==> config.mk <==
export PLATFORM = sky130hd
export DESIGN_NAME = ibr128_block_feeder
export DESIGN_NICKNAME = d
export VERILOG_FILES = /design/src/rtl/ibr128_block_feeder.sv
export SDC_FILE = /design/constraint.sdc
export NUM_CORES = 1
export LEC_CHECK = 0
export CAP_MARGIN = 15
export CORE_MARGIN = 5
export CORE_UTILIZATION = 50
export CTS_CLUSTER_SIZE = 12
export DETAILED_ROUTE_END_ITERATION = 16
export DONT_BUFFER_PORTS = 1
export PLACE_DENSITY_LB_ADDON = 0.1
export SLEW_MARGIN = 10
export SYNTH_ARGS = -nofsm -noshare
export SYNTH_HDL_FRONTEND = slang
export SYNTH_SLANG_ARGS = --single-unit
==> constraint.sdc <==
create_clock -name Clk -period 1.7 [get_ports Clk]
set_input_delay 0.425 -clock Clk [delete_from_list [all_inputs] [get_ports Clk]]
set_output_delay 0.425 -clock Clk [all_outputs]
set_load 0.01 [all_outputs]
==> src/rtl/ibr128_block_feeder.sv <==
// ibr128_block_feeder: packs 32-bit words into padded 128-bit blocks and hands them to the mode stage one at a time
module ibr128_block_feeder #(
    parameter bit PAD_EN = 1'b1,
    parameter int CNT_W  = 16
) (
    input  logic             Clk,
    input  logic             Rst,
    input  logic [31:0]      inWord,
    input  logic             inValid,
    input  logic             inLast,
    output logic             inReady,
    output logic             Enable,
    output logic             FB,
    output logic [127:0]     plainText,
    input  logic             cipherReady,
    output logic [CNT_W-1:0] blkCount,
    output logic             msgDone
);
    typedef enum logic [1:0] {FILL, PAD, ISSUE, WAIT} state_t;
    state_t state;
    logic [1:0] idx, nidx;
    logic [3:0][31:0] data, padded;
    logic first_flag, last_flag, cr_q, cr_rise;
    assign inReady = (state == FILL) && !Rst;
    assign cr_rise = cipherReady && !cr_q;
    assign nidx = ~idx;
    // element e holds slot 3-e; slots before idx keep their words, slot idx takes the pad marker
    for (genvar e = 0; e < 4; e++) begin : g_pad
        assign padded[e] = (2'(e) > nidx) ? data[e] : (2'(e) == nidx && PAD_EN) ? 32'h8000_0000 : 32'h0;
    end
    always_ff @(posedge Clk) begin
        if (Rst) begin
            state      <= FILL;
            idx        <= 2'd0;
            data       <= '0;
            Enable     <= 1'b0;
            FB         <= 1'b0;
            plainText  <= '0;
            blkCount   <= '0;
            msgDone    <= 1'b0;
            first_flag <= 1'b1;
            last_flag  <= 1'b0;
            cr_q       <= 1'b0;
        end else begin
            cr_q    <= cipherReady;
            msgDone <= 1'b0;
            if (msgDone) blkCount <= '0;
            case (state)
                FILL: if (inValid) begin
                    data[nidx] <= inWord;
                    idx        <= idx + 2'd1;
                    if (idx == 2'd3) begin
                        last_flag <= inLast;
                        state     <= ISSUE;
                    end else if (inLast) begin
                        last_flag <= 1'b1;
                        state     <= PAD;
                    end
                end
                PAD: begin
                    data  <= padded;
                    state <= ISSUE;
                end
                ISSUE: begin
                    plainText <= data;
                    Enable    <= 1'b1;
                    FB        <= first_flag;
                    idx       <= 2'd0;
                    state     <= WAIT;
                end
                WAIT: if (cr_rise) begin
                    blkCount   <= blkCount + CNT_W'(1);
                    msgDone    <= last_flag;
                    first_flag <= last_flag;
                    last_flag  <= 1'b0;
                    Enable     <= 1'b0;
                    FB         <= 1'b0;
                    state      <= FILL;
                end
                default: state <= FILL;
            endcase
        end
    end
endmodule

# Word level (Yosys, flattened, before mapping)
# Index checks and enable logic that the tools add are counted.
# totals
ff_bits	282
inputBits	37
output_inout_bits	148
word_cells	90
# op_classes
addsub	2
order_cmp	6
n_eq_ne	14
n_mux	30
bitwise_logic	3
reduce_logical	21
# ops
op	count
32-bit two-way mux	9
128-bit one-hot mux with 2 select lines	1
128-bit bitwise mux	1
128-bit two-way mux	1
32-bit demux with 2-bit select	1
16-bit two-way mux	3
16-bit by 1-bit adder with 16-bit output, second input constant	1
3-bit AND reduction	5
2-bit inequality test, second input constant	6
2-bit two-way mux	5
2-bit one-hot mux with 4 select lines	1
2-bit nonzero test	4
2-bit == test, second input constant	3
1-bit one-hot mux with 2 select lines	3
2-bit AND reduction	3
2-bit == test, first input constant	2
1-bit by 2-bit > comparator with 1-bit output, first input constant	2
2-bit > comparator, first input constant	2
2-bit zero test	2
1-bit two-way mux	4
2-bit one-hot mux with 2 select lines	1
4-bit AND reduction	1
1-bit logical AND	3
2-bit by 3-bit less-than comparator with 1-bit output, second input constant	1
other kinds (9)	11

# Longest topological paths before layout
# Gate-level depths: netlist of run 1.
# logic_depth
word_depth	8
mapped_depth	9
mapped_depth_nobuf	6

# Worst setup path after synthesis of run 1
# No wires, ideal clock.
# synth_timing
path_kind	register -> register
from	register state[0]
to	register data[54] (netlist bit)
setup_time_ns	0.128
arrival_time_ns	1.743
required_time_ns	1.572
setup_slack_ns	-0.171
path_stages_with_launch	8
n_path_buf	1
period_less_slack_ns	1.871
cell_sequence	dfxtp_1 inv_1 ha_1 nor2b_1 o22ai_1 buf_2 mux2i_1 nor2_1
# synth_via
elab_chain_cells	3
elab_cells_between_ends	7
classes_between	3 x eq/ne; 1 x mux; 3 x reduce/logical
# synth_rtl
item	line	source
start: declaration	20	state_t state;
start signal: assignment	33	state <= FILL;
start signal: assignment	54	state <= ISSUE;
start signal: assignment	57	state <= PAD;
2-bit by 1-bit == test with 1-bit output / 2-bit zero test (equally long branches)	48	case (state)
2-bit inequality test (no line) / 2-bit nonzero test (equally long branches)	--	
3-bit AND reduction (no line)	--	
end signal: indexed assignment	50	data[nidx] <= inWord;
end signal: assignment	61	data <= padded;
end: declaration	22	logic [3:0][31:0] data, padded;
# Parallel ways exist; a longest one is shown, timed or not.
# A chain may end at the register's enable or synchronous reset.

# Worst setup path after layout of run 1
# layout_timing
from	register state[1]
to	output inReady
# layout_via
elab_chain_cells	2
# layout_rtl
item	line	source
2-bit zero test	24	assign inReady = (state == FILL) && !Rst;
1-bit logical AND	24	
end: declaration	11	output logic inReady,
# Every way passes these cells.

==> impl_results.md, run 1 <==
* Power density of the placed cells at 1600 nW/um2
* Post-synth top flop: dfxtp_1
* Area of the multi-input gates at 5040 um2
* Quantity of I/O buffers inserted on ports at 0
* Slowest stage cell, crit path: dfxtp_2
* H-Tree Level Count at 1
* Number of synthesized flops with an enable pin at 0
* Die width at 156 um
* Transition at the pin with the smallest max-transition slack at 464 ps
* Synthesized net count at 1201
* Vias in the first global route at 7454
* Initial core utilization at 0.508
* Final critical delay including setup and external delays at 1900 ps
* Remaining DRCs at 0
* Uppermost signal routing layer after detailed routing: met4
* Place WS at -128 ps
* Share of total power in sequential cells at 0.372
* Proportion of power drawn by the clock network at 0.280
* Fraction of final layout cells with drive strength greater than 1 at 0.180
* CTS max path bufs at 3
* Critical-path maximum fanout at 3
* Register area at 5660 um2
* Yosys Warn Count at 0
* Fraction of the core area covered by cells at the end of the flow at 0.623
* Average wire length per cell after detail routing at 18.6 um
* Largest voltage drop on the vdd net at 1.08 mV
* Crit share post-route at 1.12
* First DRT Iteration DRCs at 475
* Number of clock sinks at 282
* Distinct cells, synth at 46
* # rows at 53
* Combinational group share of total power at 0.348
* Final antenna-violating net count at 0
* Cell internal power dissipation at 14.2 mW
* Final worst clock skew at 5.66 ps
* Worst max-slew margin expressed relative to the limit at 0.691
* Sequential element share of the synthesized area at 0.529
* CTS tree: done
* Sw Ratio at 0.322
* Setup violation total in the final timing report at 59
* Worst path max stage delay at 340 ps
* Vias after detailed routing at 7888
* Detailed placer's ending HPWL at 16800 um
* Flops & latches, synth at 282
* CP cell instances: inv_2 > ha_4 > buf_6 > nor2b_1 > buf_4
* Unrepaired setup endpoints after global routing: true
* Total count of hold-check failures in the final report at 2
* Fmax achieved at 527 MHz
* Violated checks: hold timing, setup timing
* Total Wirelength at 27600 um
* Final worst setup slack at -198 ps
* Total met2 wirelength after detailed routing at 12500 um
* Top cells by area, synth: dfxtp_1 53%, mux2i_1 15%, nor2_1 7.5%
* Routability congestion estimate from global placement at 0.778
* Number of inserted diodes at 0
* Average vias per placed instance at 5.32
* Number of antenna violations at the first check in global routing at 0
* Most common cell in the synthesized netlist: dfxtp_1
* Initial DRT Pass Iterations at 4
* Setup_tns at -3370 ps
* Placed cell count at 1411
* Average instance area after synthesis at 9.25 um2
* WP data required at 1270 ps
* Cell type with the highest aggregate area in the netlist: dfxtp_1
* Hold Worst Slack at -5.86 ps
* Fraction of post-synthesis cell area in the top cell type by area at 0.529
* Startpoint kind of the worst setup timing path: register
* Post-synthesis cell count at 1154
* Num ports at 185
* Area growth from synthesis to layout at 22.6%
* Aggregate global-route resource usage at 0.209
* Total power after layout at 21.0 mW
* Ys async rst share at 0
* Clock Latency Late Sink at 540 ps
* Final #Nets at 1241
* Setup CP Type: register to output pin
* Overall die height at 156 um
* Critical Path End Type: output pin
* Static leakage power at 4.81 nW
* Top post-synthesis cells by count: 282 x dfxtp_1, 214 x nor2_1, 162 x mux2i_1
* Status: complete, but fails checks
* Number of max-slew violations in the final report at 0
* Die Footprint at 24400 um2
* Filler cells at 1745
* Number of buffers inserted during clock tree synthesis at 29
* HP Class: input port to register
* Wire length the detailed router placed on met1 at 12500 um
* Clock-pin slew of the registers on the worst-case setup and hold paths at 60 ps
* Global-route wire length before repair at 41800 um
* Maximum number of pins on one net before global-route repair at 279
* Arrival time of data at the critical path endpoint at 1470 ps
* Core Box Area at 21000 um2
* Cell area after synthesis at 10700 um2
* Root Buffer: clkbuf_16
* Max cap viols at 0
* Remaining global-route overflow at 0
* Number of cells in the finished layout apart from fillers at 1482
* Switching component of the power at 6.74 mW
* WL met3 at 2200 um
* Quantity of hold-fixing buffers added after cts at 1
[cell families (layout without fill, tap and decap cells)]
group | Yosys count | after routing | synth area share
AOI/OAI and AO/OA | 136 | 136 | 0.0774
xor gates and xnor gates | 3 | 3 | 0.00246
adders and majority gates | 10 | 10 | 0.0117
buffers and inverters | 89 | 142 | 0.0339
DFF | 282 | 282 | 0.529
muxes | 163 | 163 | 0.153
and+or+nand+nor | 471 | 471 | 0.193
[power by group through the flow]
| stage | sequential (mW) | combinational (mW) | clock [mW] |
|---|---|---|---|
| after floorplan | 7.78 | 3.61 | 0 |
| after global placement | 7.93 | 5.54 | 0 |
| after detailed placement | 7.94 | 5.59 | 0 |
| after CTS | 7.81 | 6.23 | 5.99 |
| after global routing | 7.90 | 7.77 | 6.25 |
| final | 7.81 | 7.29 | 5.87 |
[per-layer routing]
metal	track usage	vias up
li1	-	3928
met1	0.289	3724
met4	0.0463	0
met2	0.327	199
met5	0	-
met3	0.0613	37
[sequential cells by signal, summed over array words and instances (netlist names)]
register	flops
data	128
plainText	128
blkCount	16
idx	2
state	2
Enable	1
FB	1
cr_q	1
first_flag	1
last_flag	1
msgDone	1
[cell usage in the layout, fill, tap and decap left out, types with 3 or more instances in the layout]
master / synthesis / layout
dfxtp_1: 282 / 277
nor2_1: 214 / 211
mux2i_1: 162 / 160
nand2_1: 141 / 131
a21oi_1: 77 / 73
buf_4: 2 / 45
clkbuf_16: 0 / 36
and2_1: 34 / 32
buf_12: 0 / 23
nor2b_2: 0 / 22
a22oi_1: 34 / 21
buf_6: 0 / 14
a22oi_2: 0 / 13
nor2b_1: 37 / 12
nand3_1: 14 / 12
nand2_2: 0 / 9
a31oi_1: 6 / 6
nand4_1: 6 / 6
clkbuf_1: 61 / 6
inv_1: 7 / 5
ha_4: 0 / 5
ha_1: 10 / 4
clkinv_2: 0 / 4
clkbuf_8: 0 / 4
nor3_1: 3 / 3
nand3b_1: 3 / 3
a311oi_1: 3 / 3
o21ai_0: 3 / 3
xor2_1: 3 / 3
nand2b_1: 5 / 3
nor2b_4: 0 / 3
a21oi_2: 0 / 3
dfxtp_2: 0 / 3
[critical path: cells and delay by family, from the launching register on]
kind          cells  cell delay, ps
fa+ha+maj         1             170
flops             1             340
simple gates      1             110
buf+inv           3             320
[layout make-up]
| class | instances | share of cell area |
|---|---|---|
| multi-input cells | 783 | 0.385 |
| well taps | 275 | 0.0263 |
| inverters | 7 | 0.00201 |
| repair buffers | 91 | 0.0893 |
| clock inverters | 5 | 0.00382 |
| flip-flops and latches | 282 | 0.432 |
| clock buffers | 39 | 0.0614 |
[worst paths after layout]
check,slack [ps],depth (start not counted),start,to
worst min register to register,450,2,data[101],data[101]
worst max-delay path,-200,5,state[1],inReady
worst max register to register,-140,9,state[1],data[42]
worst min-delay path,-6,1,Rst,plainText[4]
[per-stage QoR]
step           hold slack (ps)  instance area, um2
3_3_place_gp               440               11500
5_1_grt                  -29.8               13100
2_1_floorplan              432               10700
4_1_cts                  -38.3               12600
3_5_place_dp               442               11500
6_report                 -5.86               13100
[repair_timing]
| item | CTS | global route |
|---|---|---|
| pin swaps | 3 | 18 |
| gates cloned | 3 | 8 |
| setup endpoints to repair | 127 | 136 |
| resized for setup | 27 | 80 |
| hold endpoints to repair | 181 | 104 |
| buffers inserted | 9 | 10 |
No activity file was read; power rests on OpenSTA's default activity.
==> inputs of run 2 (changes only) <==
--- a/config.mk
+++ b/config.mk
@@ -7,7 +7,7 @@
 export LEC_CHECK = 0
 export CAP_MARGIN = 15
 export CORE_MARGIN = 5
-export CORE_UTILIZATION = 50
+export CORE_UTILIZATION = 25
 export CTS_CLUSTER_SIZE = 12
 export DETAILED_ROUTE_END_ITERATION = 16
 export DONT_BUFFER_PORTS = 1
==> run 2 against run 1 <==
  * The flow still finishes with violations (hold timing, setup timing)
  * First-iteration DRC count up 3.6%
  * Critical path depth up 4
  * Count of clock-buffer cells in the layout up 15
  * Total power up 19%
  * Critical path type is now register to register
  * Largest power group is now combinational cells
==> impl_results.md, run 2 (same netlist as run 1, synthesis figures left out) <==
* Status: complete, but fails checks
* Violated checks: hold timing, setup timing
* First DRT Iteration DRCs at 492 (+3.6%)
* Average wire length per cell after detail routing at 19.9 um (+7.0%)
* Hold Worst Slack at -30.6 ps (-24.8 ps)
* Number of clock sinks at 282 (unchanged)
* Fraction of the core area covered by cells at the end of the flow at 0.346 (-0.276)
* Largest voltage drop on the vdd net at 0.759 mV (-30%)
* Final worst clock skew at 19.3 ps (+13.7 ps)
* Clock-pin slew of the registers on the worst-case setup and hold paths at 60 ps (about the same)
* Number of max-slew violations in the final report at 0 (unchanged)
* Clock Latency Late Sink at 540 ps (about the same)
* Num ports at 185 (unchanged)
* Final antenna-violating net count at 0 (unchanged)
* Fmax achieved at 542 MHz (+2.9%)
* Crit share post-route at 1.09 (-0.0312)
* Detailed placer's ending HPWL at 21500 um (+28%)
* Area growth from synthesis to layout at 36.6%
* Wire length the detailed router placed on met1 at 16500 um (+32%)
* Filler cells at 4273 (+140%)
* Vias in the first global route at 7933 (+6.4%)
* Transition at the pin with the smallest max-transition slack at 1040 ps (+572 ps)
* Root Buffer: clkbuf_16
* Final worst setup slack at -145 ps (+53.1 ps)
* Remaining global-route overflow at 0 (unchanged)
* Vias after detailed routing at 8199 (+3.9%)
* Unrepaired setup endpoints after global routing: true
* Die width at 217 um (+39%)
* Power density of the placed cells at 1720 nW/um2 (+7.0%)
* Core Box Area at 42100 um2 (+100%)
* Startpoint kind of the worst setup timing path: register
* Quantity of hold-fixing buffers added after cts at 1 (unchanged)
* Static leakage power at 5.44 nW (+13%)
* Placed cell count at 1700 (+20%)
* Setup CP Type: register to register
* WL met3 at 2090 um (-4.9%)
* Most common cell after layout, fill and taps aside: dfxtp_1
* Overall die height at 217 um (+39%)
* Final critical delay including setup and external delays at 1840 ps (-53.1 ps)
* Fraction of final layout cells with drive strength greater than 1 at 0.266 (+0.0864)
* Total count of hold-check failures in the final report at 3 (+1)
* Final #Nets at 1285 (+3.5%)
* Global-route wire length before repair at 52300 um (+25%)
* Number of cells in the finished layout apart from fillers at 1805 (+22%)
* H-Tree Level Count at 2 (+1)
* Biggest regs: data x128, plainText x128, blkCount x16
* Uppermost signal routing layer after detailed routing: met5
* Max cap viols at 0 (unchanged)
* Number of antenna violations at the first check in global routing at 3 (+3)
* CTS max path bufs at 3 (unchanged)
* Total met2 wirelength after detailed routing at 16600 um (+33%)
* Setup_tns at -5990 ps (-2620 ps)
* Initial core utilization at 0.253 (-0.254)
* Number of buffers inserted during clock tree synthesis at 36 (+24%)
* CTS tree: done
* Quantity of I/O buffers inserted on ports at 0 (unchanged)
* Setup violation total in the final timing report at 66 (+12%)
* Arrival time of data at the critical path endpoint at 2230 ps (+760 ps)
* Most frequent cells in the layout: 276 x dfxtp_1, 211 x nor2_1, 160 x mux2i_1
* HP Class: input port to register
* # rows at 75 (+42%)
* Total Wirelength at 36000 um (+30%)
* Remaining DRCs at 0 (unchanged)
* Initial DRT Pass Iterations at 7 (+3)
* Aggregate global-route resource usage at 0.143 (-0.0657)
* Maximum number of pins on one net before global-route repair at 279 (unchanged)
* Critical Path End Type: register
* Average vias per placed instance at 4.54 (-15%)
* Critical-path maximum fanout at 6 (+3)
* Number of inserted diodes at 0 (unchanged)
* Die Footprint at 46900 um2 (+93%)
* Worst max-slew margin expressed relative to the limit at 0.310 (-0.381)
* Routability congestion estimate from global placement at 0.727 (-6.5%)
* WP data required at 2080 ps (+810 ps)
## run 2: area by class of cell
class                           instances  area (um2)  share of cell area
Sequential cell                       282        5660               0.388
Multi-Input combinational cell        783        5420               0.371
Timing Repair Buffer                  128        1520               0.104
Clock buffer                           54        1110              0.0762
Tap cell                              539         674              0.0463
Clock inverter                         12         176              0.0121
Inverter                                7        26.3             0.00180
## run 2: critical path, cell delays in order, from the launching register on
cell       delay [ps]
dfxtp_2           340
inv_2              50
ha_4              170
buf_6             120
mux2_4            320
buf_6             120
and2_4            200
clkbuf_16         190
a22oi_2           110
nor2_1             60
## run 2: timing repair
item	in CTS	in global routing
pin swaps	6	58
cloned	8	8
gates resized for setup	76	144
endpoints found under the hold margin	181	80
buffers inserted	18	10
setup endpoints to repair	104	135
## run 2: worst paths after layout
path	slack [ps]	cells past startpoint	from	end
setup / recovery	-140	9	state[1]	data[81]
hold reg to reg	450	2	data[103]	data[103]
hold / removal	-30	1	Rst	blkCount[1]
setup reg to reg	-140	9	state[1]	data[81]
## run 2: routing by layer
layer / GRT usage / up-vias
li1: - / 4066
met1: 0.189 / 3919
met2: 0.229 / 160
met3: 0.0401 / 52
met4: 0.0443 / 2
met5: 0 / -
## run 2: report_power, final
group / internal [mW] / total, mW / leakage [nW] / switching (mW)
logic: 4.31 / 8.95 / 2.53 / 4.64
registers: 7.31 / 7.87 / 2.28 / 0.561
clock network: 5.14 / 8.19 / 0.631 / 3.06
## run 2: through the flow
stage	cell area, um2	hold slack (ps)	worst slack (ps)	power [mW]
2_1_floorplan	10700	432	12.2	11.4
3_3_place_gp	11900	445	-120	13.9
3_5_place_dp	11900	445	-135	14.0
4_1_cts	13900	-72.3	-133	24.2
5_1_grt	14600	-56.0	-183	26.3
6_report	14600	-30.6	-145	25.0
==> RTL change 1 (flow settings as in run 1) <==
Re-encode `state_t` (4 states) as Gray code, 2 bits wide.
--- a/src/rtl/ibr128_block_feeder.sv
+++ b/src/rtl/ibr128_block_feeder.sv
@@ -16,7 +16,7 @@
     output logic [CNT_W-1:0] blkCount,
     output logic             msgDone
 );
-    typedef enum logic [1:0] {FILL, PAD, ISSUE, WAIT} state_t;
+    typedef enum logic [1:0] {FILL = 2'b00, PAD = 2'b01, ISSUE = 2'b11, WAIT = 2'b10} state_t;
     state_t state;
     logic [1:0] idx, nidx;
     logic [3:0][31:0] data, padded;
Check against the original RTL: no difference found for any inputs over 4 cycles, from zero or initial values and one cycle with Rst high; so few cycles prove little.
==> RTL change 1 against run 1 <==
The flow finishes with violations (negative hold slack). Sequential share of layout area grew 2.9 points. Sequential cell count is the same. Routed wire length grew 11%. Highest routed layer is now met5. Setup slack gained 0.24 ns. Synthesized area shrank 1.1%. Design area shrank 6.4%.
Power is not compared: it rests on default switching activity, and its combinational part moved more than twofold at a synthesized area within 25%.
==> RTL change 1: results (changes against run 1) <==
result of the run finished, violations left; violated checks negative hold slack; worst voltage drop across the vdd grid 749 uV; worst setup skew after layout 0.0112 ns (+0.00558 ns); post-DP HPWL 18400 um (+10%); count of endpoints failing hold in the final timing report 24 (+22); largest buffer count on any clock path 3 (unchanged); Placer Congestion 0.779 (+0.21%); largest registers ranked by flip-flop count data: 128 flops, plainText: 128 flops, blkCount: 16 flops; number of detailed-route iterations in the first pass 7 (+3); biggest area contributors in the synthesized netlist sky130_fd_sc_hd__dfxtp_1, sky130_fd_sc_hd__nand2_1, sky130_fd_sc_hd__a21oi_1, sky130_fd_sc_hd__nand3_1, sky130_fd_sc_hd__clkbuf_1; CTS clk-pin slew, worst paths 0.06 ns (about the same); leakage power 4.00 nW; wire length of the first global-routing pass 45900 um (+9.8%); share of flip-flops with an asynchronous set or reset after synthesis 0 (unchanged); compound-cell area share of the yosys netlist 0.165 (+0.0876); XOR/XNOR Fraction of Synth Area 0 (-0.00246); Slew @ Worst Pin 0.430 ns (-0.0344 ns); maximum fanout along the worst path 15 (+12); number of inserted filler cells in the final layout 1915 (+9.7%); routed len/inst 19.4 um (+4.3%); number of vias after detailed routing 8923 (+13%); final net count 1330 (+7.2%); count of unique library cells instantiated by Yosys 38 (-17%); largest net degree at the start of global routing 254 (-9.0%); multiplexer share of the synthesized area 0.00190 (-0.151); CTS H-tree depth 1 (unchanged); overall routing resource usage 0.235 (+0.0262); leading cell types by count after synthesis sky130_fd_sc_hd__nand2_1, sky130_fd_sc_hd__dfxtp_1, sky130_fd_sc_hd__a21oi_1; predominant post-synthesis flop cell sky130_fd_sc_hd__dfxtp_1; cell count of the worst hold path 1 (unchanged); latest clock arrival within the worst-skew pair 0.54 ns (about the same); number of cells traversed by the worst register-to-register path 5 (-4); IO buf count 0 (unchanged); fraction of the mapped netlist area in adder cells 0.00711 (-0.00461); Post-Synthesis Net Count 1350 (+12%); Min-Delay Path Class in2reg; synth warn 0 (unchanged); mean instance size in the synthesized netlist 8.08 um2 (-13%); number of clock buffers inserted by TritonCTS 30 (+3.4%); clock root buffer sky130_fd_sc_hd__clkbuf_16; fraction of final layout cells sized beyond drive strength 1 0.0889 (-0.0909); Seq/Total Area, Yosys 0.535 (+0.00583); number of inserted diodes 0 (unchanged); initial detailed-routing violation count 648 (+36%); number of cells in the finished layout apart from fillers 1580 (+6.6%); number of global-route vias before repair 8113 (+8.8%); Fin Hold WS -0.0471 ns (-0.0413 ns); number of placed instances with taps included 1513 (+7.2%); count of hold-fix buffers inserted at cts 8 (+7); antenna violations before repair 1 (+1)
==> RTL change 1: cell types whose count changed after synthesis, moves of 33 or more <==
cell,run 1,this run
sky130_fd_sc_hd__nand2_1,141,368
sky130_fd_sc_hd__nor2_1,214,13
sky130_fd_sc_hd__a21oi_1,77,271
sky130_fd_sc_hd__mux2i_1,162,2
sky130_fd_sc_hd__nand3_1,14,69
sky130_fd_sc_hd__o21ai_0,3,41
sky130_fd_sc_hd__nor2b_1,37,2
sky130_fd_sc_hd__nand4b_1,0,33
==> RTL change 1: final cells by class <==
| cell class | instances | area, um2 | share of cell area |
|---|---|---|---|
| Multi-Input combinational cell | 906 | 4490 | 0.367 |
| Sequential cell | 282 | 5650 | 0.462 |
| Inverter | 4 | 15.0 | 0.00123 |
| Timing Repair Buffer | 63 | 808 | 0.0660 |
| Clock inverter | 5 | 28.8 | 0.00235 |
| Tap cell | 275 | 344 | 0.0281 |
| Clock buffer | 45 | 908 | 0.0742 |
==> RTL change 1: stage by stage <==
step                cell area (um2)  hold slack, ns  setup slack [ns]  setup TNS [ns]  utilization
global route                  12200         -0.0689           -0.0458         -0.0459        0.586
finish                        12200         -0.0471            0.0440               0        0.586
CTS                           12000         -0.0506           0.00165               0        0.576
detailed placement            11000           0.437            0.0268               0        0.527
floorplan                     10600           0.428            0.0806               0            -
global placement              11000           0.433             0.121               0        0.527
==> RTL change 1: per-layer routing <==
layer | track usage | routed length (um) | part of all wire | vias to the layer above
li1 | - | - | - | 4383
met1 | 0.309 | 13000 | 0.42 | 4217
met2 | 0.377 | 14300 | 0.47 | 264
met3 | 0.0695 | 2510 | 0.082 | 57
met4 | 0.0700 | 899 | 0.029 | 2
met5 | 0 | 12 | 0.00039 | -
==> RTL change 1: critical path, cell delays in order (launching register included) <==
cell and delay (ns):
sky130_fd_sc_hd__dfxtp_1 0.43, sky130_fd_sc_hd__and4bb_2 0.28, sky130_fd_sc_hd__buf_8 0.15, sky130_fd_sc_hd__nand2_1 0.07
sky130_fd_sc_hd__a21oi_1 0.05, sky130_fd_sc_hd__dlygate4sd3_1 0.57
==> RTL change 1: power by group <==
| part | internal, mW | switching, mW |
|---|---|---|
| clock | 3.64 | 2.56 |
| sequential | 6.73 | 0.0787 |
| combinational | 0.436 | 0.588 |
| total | 10.8 | 3.22 |
==> RTL change 1: final timing paths <==
path	start	endpoint	slack (ns)
worst max-delay path	state[0]	blkCount[1]	0.04
worst min-delay path	Rst	data[52]	-0.05
worst max register to register	state[0]	blkCount[1]	0.04
worst min register to register	data[54]	plainText[54]	0.44
==> RTL change 1: repair_timing <==
item	CTS	global route
resized for setup	1	13
hold endpoints to repair	255	104
pin swaps	0	3
buffers inserted	0	3
cloned	0	6
setup endpoints to repair	1	62
==> RTL change 2 (flow settings as in run 1) <==
Without the edit above. Set the parameter `CNT_W` to 18 (it was 16).
--- a/src/rtl/ibr128_block_feeder.sv
+++ b/src/rtl/ibr128_block_feeder.sv
@@ -1,7 +1,7 @@
 // ibr128_block_feeder: packs 32-bit words into padded 128-bit blocks and hands them to the mode stage one at a time
 module ibr128_block_feeder #(
     parameter bit PAD_EN = 1'b1,
-    parameter int CNT_W  = 16
+    parameter int CNT_W  = 18
 ) (
     input  logic             Clk,
     input  logic             Rst,
Interface: changed (resized blkCount); port bits go from 185 to 187. The function was not compared with the original's and may differ.
==> RTL change 2 against run 1 <==
Sequential cell count up 2. Routed wire length down 0.24%. Largest cell class unchanged. Setup slack better by 0.14 ns. Highest routed layer unchanged. Total power down 6.2%. Critical path depth down 1. Design area up 0.54%. The run still ends with negative hold slack, negative setup slack left. Synthesized area down 0.63%. Sequential power down 2.8%.
==> RTL change 2: results (changes against run 1) <==
result of the run finished, violations left; violated checks negative hold slack, negative setup slack; biggest area contributors in the synthesized netlist sky130_fd_sc_hd__dfxtp_1, sky130_fd_sc_hd__mux2i_1, sky130_fd_sc_hd__nor2_1, sky130_fd_sc_hd__a22oi_1, sky130_fd_sc_hd__nand2_1; combinational power share 0.319 (-0.029); part of the total power dissipated in sequential elements 0.386 (+0.014); placed cell area 11900 um2 (+3.4%); final setup violation count 47 (-20%); clock buffers 42 (+7.7%); switching share of total power 0.313 (-0.00808); internal power summed over all cells 13.5 mW (-5.0%); number of inserted diodes 1 (+1); count of hold-fix buffers inserted at cts 4 (+3); worst setup skew after layout 0.0111 ns (+0.00544 ns); number of cells traversed by the worst register-to-register path 8 (-1); worst voltage drop across the vdd grid 1000 uV (-7.7%); Setup WS pre-CTS -0.0518 ns (+0.0760 ns); endpoint arrival time on the critical path 1.33 ns (-0.14 ns); Fin Hold WS -0.0210 ns (-0.0152 ns); count of endpoints failing hold in the final timing report 9 (+7); wire length reported by the detailed router 27600 um (-0.24%); Storage cell area 5690 um2 (+0.55%); Seq/Total Area, Yosys 0.536 (+0.00714); Layout non-clock buf frac 0.0959 (+0.00656); final worst slack -0.0557 ns (+0.142 ns); routed len/inst 18.9 um (+1.1%); XOR/XNOR Fraction of Synth Area 0 (-0.00246); mean instance size in the synthesized netlist 9.59 um2 (+3.7%); relative area of clock buffers and inverters in the final design 0.0645 (-0.000728); number of placed instances with taps included 1388 (-1.6%); final net count 1218 (-1.9%)
## RTL change 2: per-layer routing
| metal | vias up | global-route usage | wire length, um |
|---|---|---|---|
| li1 | 3921 | - | - |
| met1 | 3841 | 0.282 | 12400 |
| met2 | 174 | 0.345 | 12800 |
| met3 | 33 | 0.0644 | 1950 |
| met4 | 0 | 0.0396 | 429 |
| met5 | - | 0 | 0 |
## RTL change 2: worst min-delay path by stage
| stage | startpoint | slack [ns] | endpoint |
|---|---|---|---|
| floorplan | data[100] | 0.44 | data[100] |
| global placement | data[107] | 0.44 | data[107] |
| detailed placement | data[112] | 0.45 | data[112] |
| CTS | Rst | -0.05 | plainText[3] |
| global route | Rst | -0.06 | plainText[5] |
| finish | Rst | -0.02 | plainText[1] |
## RTL change 2: timing repair
item / in CTS / in global routing
pin swaps: 6 / 5
endpoints found under the setup margin: 30 / 99
hold endpoints to repair: 266 / 112
gates resized for setup: 11 / 28
cloned: 2 / 5
setup buffers: 8 / 8
